## config.mk

```make
export PLATFORM = sky130hd
export DESIGN_NAME = mux_rr_arbiter
export DESIGN_NICKNAME = d
export VERILOG_FILES = /design/src/rtl/mux_arb_pkg.sv /design/src/rtl/mux_2_to_1.sv /design/src/rtl/mux_rr_arbiter.sv
export SDC_FILE = /design/constraint.sdc
export NUM_CORES = 1
export LEC_CHECK = 0
export ABC_AREA = 1
export BUFFER_PORTS_ARGS = -buffer_cell sky130_fd_sc_hd__buf_2
export CELL_PAD_IN_SITES_DETAIL_PLACEMENT = 1
export CELL_PAD_IN_SITES_GLOBAL_PLACEMENT = 1
export CORE_MARGIN = 5
export CORE_UTILIZATION = 37
export DETAILED_ROUTE_END_ITERATION = 8
export PLACE_DENSITY = 0.87
export SYNTH_ARGS = -nofsm -noshare
export SYNTH_HDL_FRONTEND = slang
export SYNTH_SLANG_ARGS = --single-unit
```

## constraint.sdc

```tcl
create_clock -name clk -period 4.6 [get_ports clk]
set_input_delay 0.46 -clock clk [delete_from_list [all_inputs] [get_ports clk]]
set_output_delay 0.46 -clock clk [all_outputs]
set_load 0.05 [all_outputs]
```

## src/rtl/mux_arb_pkg.sv

```systemverilog
// Shared definitions for the two-requester round-robin mux arbiter.
package mux_arb_pkg;
  typedef enum logic [1:0] {
    IDLE   = 2'b00,
    GRANT0 = 2'b01,
    GRANT1 = 2'b10
  } state_e;

  localparam int MAX_BURST_DEF = 4;
endpackage

```

## src/rtl/mux_2_to_1.sv

```systemverilog
// Single-bit 2:1 mux cell; s = 1 selects b.
module mux_2_to_1 (
  input  logic a,
  input  logic b,
  input  logic s,
  output logic y
);
  assign y = s ? b : a;
endmodule

```

## src/rtl/mux_rr_arbiter.sv

```systemverilog
// Two-requester arbiter with burst-limited round robin feeding a registered output beat.
module mux_rr_arbiter
  import mux_arb_pkg::*;
#(
  parameter int WIDTH     = 8,
  parameter int MAX_BURST = MAX_BURST_DEF
) (
  input  logic             clk,
  input  logic             rst,
  input  logic             in0_valid,
  input  logic [WIDTH-1:0] in0_data,
  output logic             in0_ready,
  input  logic             in1_valid,
  input  logic [WIDTH-1:0] in1_data,
  output logic             in1_ready,
  output logic             out_valid,
  output logic [WIDTH-1:0] out_data,
  input  logic             out_ready,
  output logic             sel
);
  localparam int CW = $clog2(MAX_BURST + 1);

  state_e           state_q, state_d;
  logic [CW-1:0]    burst_cnt_q, burst_cnt_d;
  logic             last_grant_q, last_grant_d;
  logic             out_valid_q, out_valid_d;
  logic [WIDTH-1:0] out_data_q, out_data_d;
  logic [WIDTH-1:0] mux_data;
  logic             can_acc, acc, mine_v, other_v, burst_done;

  always_ff @(posedge clk or posedge rst) begin
    if (rst) begin
      state_q      <= IDLE;
      burst_cnt_q  <= '0;
      last_grant_q <= 1'b1;
      out_valid_q  <= 1'b0;
      out_data_q   <= '0;
    end else begin
      state_q      <= state_d;
      burst_cnt_q  <= burst_cnt_d;
      last_grant_q <= last_grant_d;
      out_valid_q  <= out_valid_d;
      out_data_q   <= out_data_d;
    end
  end

  // Output comb: readies only in the matching grant and only when the out register can take a beat
  always_comb begin
    can_acc   = !out_valid_q || out_ready;
    in0_ready = (state_q == GRANT0) && can_acc;
    in1_ready = (state_q == GRANT1) && can_acc;
    case (state_q)
      GRANT0:  sel = 1'b0;
      GRANT1:  sel = 1'b1;
      default: sel = last_grant_q;
    endcase
  end

  assign acc        = (in0_valid && in0_ready) || (in1_valid && in1_ready);
  assign mine_v     = (state_q == GRANT1) ? in1_valid : in0_valid;
  assign other_v    = (state_q == GRANT1) ? in0_valid : in1_valid;
  assign burst_done = (burst_cnt_q + CW'(1)) == CW'(MAX_BURST);

  always_comb begin
    state_d     = state_q;
    burst_cnt_d = burst_cnt_q;
    case (state_q)
      IDLE: begin
        burst_cnt_d = '0;
        if (in0_valid && in1_valid) state_d = last_grant_q ? GRANT0 : GRANT1;
        else if (in0_valid)         state_d = GRANT0;
        else if (in1_valid)         state_d = GRANT1;
      end
      GRANT0, GRANT1: begin
        if (!mine_v) begin
          burst_cnt_d = '0;
          if (other_v) state_d = (state_q == GRANT0) ? GRANT1 : GRANT0;
          else         state_d = IDLE;
        end else if (acc) begin
          if (burst_done) begin
            burst_cnt_d = '0;
            if (other_v) state_d = (state_q == GRANT0) ? GRANT1 : GRANT0;
          end else begin
            burst_cnt_d = burst_cnt_q + CW'(1);
          end
        end
      end
      default: begin
        state_d     = IDLE;
        burst_cnt_d = '0;
      end
    endcase
  end

  always_comb begin
    last_grant_d = last_grant_q;
    if (state_d == GRANT0)      last_grant_d = 1'b0;
    else if (state_d == GRANT1) last_grant_d = 1'b1;
  end

  for (genvar i = 0; i < WIDTH; i++) begin : g_mux
    mux_2_to_1 u_mux (
      .a(in0_data[i]),
      .b(in1_data[i]),
      .s(sel),
      .y(mux_data[i])
    );
  end

  // A simultaneous drain and accept keeps out_valid high for full throughput
  always_comb begin
    out_valid_d = out_valid_q;
    out_data_d  = out_data_q;
    if (acc) begin
      out_valid_d = 1'b1;
      out_data_d  = mux_data;
    end else if (out_ready) begin
      out_valid_d = 1'b0;
    end
  end

  assign out_valid = out_valid_q;
  assign out_data  = out_data_q;
endmodule

```

==> impl_metrics.env <==
export IMPL_dp_cells=189
export IMPL_cap_violations=0
export IMPL_setup_viol=0
export IMPL_synth_mux_area_share_pct=0
export IMPL_drtIter0Drc=9
export IMPL_fin_crit_ns=2.46
export IMPL_setup_tns_ns=0
export IMPL_worstPathRequired_ns=4.14
export IMPL_postCtsSetupBuffers=0
export IMPL_initial_utilization_pct=38.6
export IMPL_vias=945
export IMPL_hold_viol=0
export IMPL_layout_cells_non_filler=193
export IMPL_yosys_warnings=0
export IMPL_io_buffers=32
export IMPL_syn_area_sq_um=957
export IMPL_antenna_found_initial=0
export IMPL_drc=0
export IMPL_layout_drive_gt1_share_pct=30.1
export IMPL_power_density_nw_per_um2=760
export IMPL_synth_seq_cells=15
export IMPL_seq_area_frac_synth_pct=39.3
export IMPL_max_vdd_ir_drop_uv=428
export IMPL_reg2regPathDepth=14
export IMPL_grt_pass1_vias=1026
export IMPL_setup_slack_ns=2.14
export IMPL_status="finished, final reports clean"
export IMPL_fin_crit_sh_pct=53.4
export IMPL_synth_area_per_cell_sq_um=7.42
export IMPL_leakagePower_nw=0.648
export IMPL_cts_hold_buf=0
export IMPL_crit_arrival_ns=2.00
export IMPL_syn_num_nets=158
export IMPL_synthToLayoutAreaGrowth_pct=22.6
export IMPL_wire_per_inst_um=12.5
export IMPL_grt_max_degree=16
export IMPL_synthCells=129
export IMPL_pre_cts_slack_ns=2.45
export IMPL_cts_tree="yes"
export IMPL_crit_path_end_kind="output port"
export IMPL_die_height_um=60.9
export IMPL_routabilityCongestion=0.809
export IMPL_dr_pass1_iters=4
export IMPL_worstPathMaxFanout=10
export IMPL_synthAdderAreaFrac_pct=10.5
export IMPL_numCtsBuffers=3
export IMPL_overflow=0
export IMPL_synthXorXnorAreaFrac_pct=0
export IMPL_cts_resized=0
export IMPL_skew_ns=0.00144
export IMPL_ant_nets=0
export IMPL_dp_hpwl_um=2000
export IMPL_viasPerCell=4.90
export IMPL_num_io_pins=33
export IMPL_rows=18
export IMPL_maxSlewHeadroom_pct=62.0
export IMPL_tightest_slew_ns=0.569
export IMPL_grt_usage_pct=15.6
export IMPL_grt_pass1_wl_um=4300
export IMPL_total_power_mw=0.892
export IMPL_slew_viol_final=0
export IMPL_hold_path_class="in2async"
export IMPL_htreeDepth=1
export IMPL_diodes=0
export IMPL_nets=193
export IMPL_coreArea_sq_um=2480
export IMPL_clockBufferDepth=2
export IMPL_clock_sinks=15
export IMPL_synth_compound_area_share_pct=14.6
export IMPL_criticalPathCategory="reg2out"
export IMPL_cts_root_buf="clkbuf_4"
export IMPL_fp_dieW_um=60.9
export IMPL_clkTransAtPathRegs_ns=0.09
export IMPL_synth_cell_types=21
export IMPL_worstSkewPairLatency_ns=0.29
export IMPL_cp_start_kind="flip-flop"
export IMPL_wirelength_um=2420
export IMPL_die_area_sq_um=3700
export IMPL_synth_top_family_by_area="simple AND/OR/NAND/NOR gates"
export IMPL_rsz0062_at_grt="no"
export IMPL_fmax_mhz=407
export IMPL_synth_simple_area_share_pct=27.2
-- cell families (layout without fill, tap and decap cells) --
| group | count (synthesis) | in the layout |
|---|---|---|
| AND/OR/NAND/NOR | 59 | 59 |
| AO/OA/AOI/OAI | 26 | 26 |
| buffers and inverters | 21 | 55 |
| adder cells (fa/ha/maj) | 8 | 8 |
| flip-flops | 15 | 15 |
-- final cells by class --
type                            instances  area, sq um
Fill cell                             344         1300
Inverter                               19         71.3
Tap cell                               30         37.5
Timing Repair Buffer                   32          160
Sequential cell                        15          377
Multi-Input combinational cell         93          500
Clock buffer                            3         22.5
Clock inverter                          1         5.00
-- path summary, 6_finish.rpt --
path                        startpoint           end  slack (ns)
min in group clk           in0_data[0]   out_data[0]        0.43
min                                rst    state_q[0]        0.21
max in group asynchronous          rst  last_grant_q        4.02
min reg2reg                out_data[0]   out_data[0]        0.49
max reg2reg                 state_q[0]  last_grant_q        2.45
max                         state_q[0]           sel        2.14
-- synthesized netlist by cell type --
library cell / number / area share [%]
nand2_4: 1 / 1.2
dfrtp_1: 14 / 37
nand2_1: 32 / 13
inv_1: 15 / 5.9
nor3_1: 1 / 0.52
ha_1: 8 / 10
nand2_2: 4 / 2.6
nor2_4: 1 / 1.2
nand3_1: 8 / 4.2
nor2_2: 1 / 0.65
o211ai_1: 1 / 0.78
nor2_1: 11 / 4.3
a21oi_1: 1 / 0.52
inv_2: 4 / 1.6
a21oi_2: 1 / 0.92
dfstp_2: 1 / 2.7
buf_2: 1 / 0.52
o21ai_0: 3 / 1.6
o2111ai_1: 1 / 0.92
o21ai_1: 19 / 9.9
clkbuf_1: 1 / 0.39
-- power breakdown --
group          switching, mW  internal, mW
Clock                 0.0441        0.0323
Combinational          0.438         0.149
Sequential            0.0374         0.191
-- per-stage QoR --
| step | area (sq um) | hold WS (ns) | util (%) |
|---|---|---|---|
| floorplan | 957 | 0.361 | - |
| global placement | 1150 | 0.472 | 46.3 |
| detailed placement | 1150 | 0.474 | 46.3 |
| CTS | 1170 | 0.231 | 47.4 |
| global route | 1170 | 0.266 | 47.4 |
| finish | 1170 | 0.210 | 47.4 |
-- metal layers --
metal  track usage (%)  up-vias  share of wire, %
met5                 0        -                 0
li1                  -      476                 -
met2              26.7       28                47
met1              18.3      434                44
met3              3.62        7               6.2
met4              7.74        0               2.9
-- worst max-delay path, stage by stage (launching register included) --
cell and delay, ns:
dfrtp_1 0.44, inv_1 0.11, ha_1 0.36, inv_1 0.12, nand2_1 0.06, nand2_1 0.29
buf_2 0.34
-- cell usage in the layout, fill, tap and decap left out, types with 3 or more instances in the layout --
| master | count |
|---|---|
| clkbuf_4 | 3 |
| ha_1 | 8 |
| dfrtp_1 | 14 |
| inv_2 | 4 |
| inv_1 | 15 |
| nand2_2 | 4 |
| nand2_1 | 32 |
| buf_2 | 32 |
| nor2_1 | 11 |
| o21ai_0 | 3 |
| nand3_1 | 8 |
| o21ai_1 | 19 |
-- sequential cells by signal, summed over array words and instances, names as in the netlist --
name          cells
out_valid         1
burst_cnt_q       3
state_q           2
out_data          8
last_grant_q      1
(Power assumes the default switching activity.)
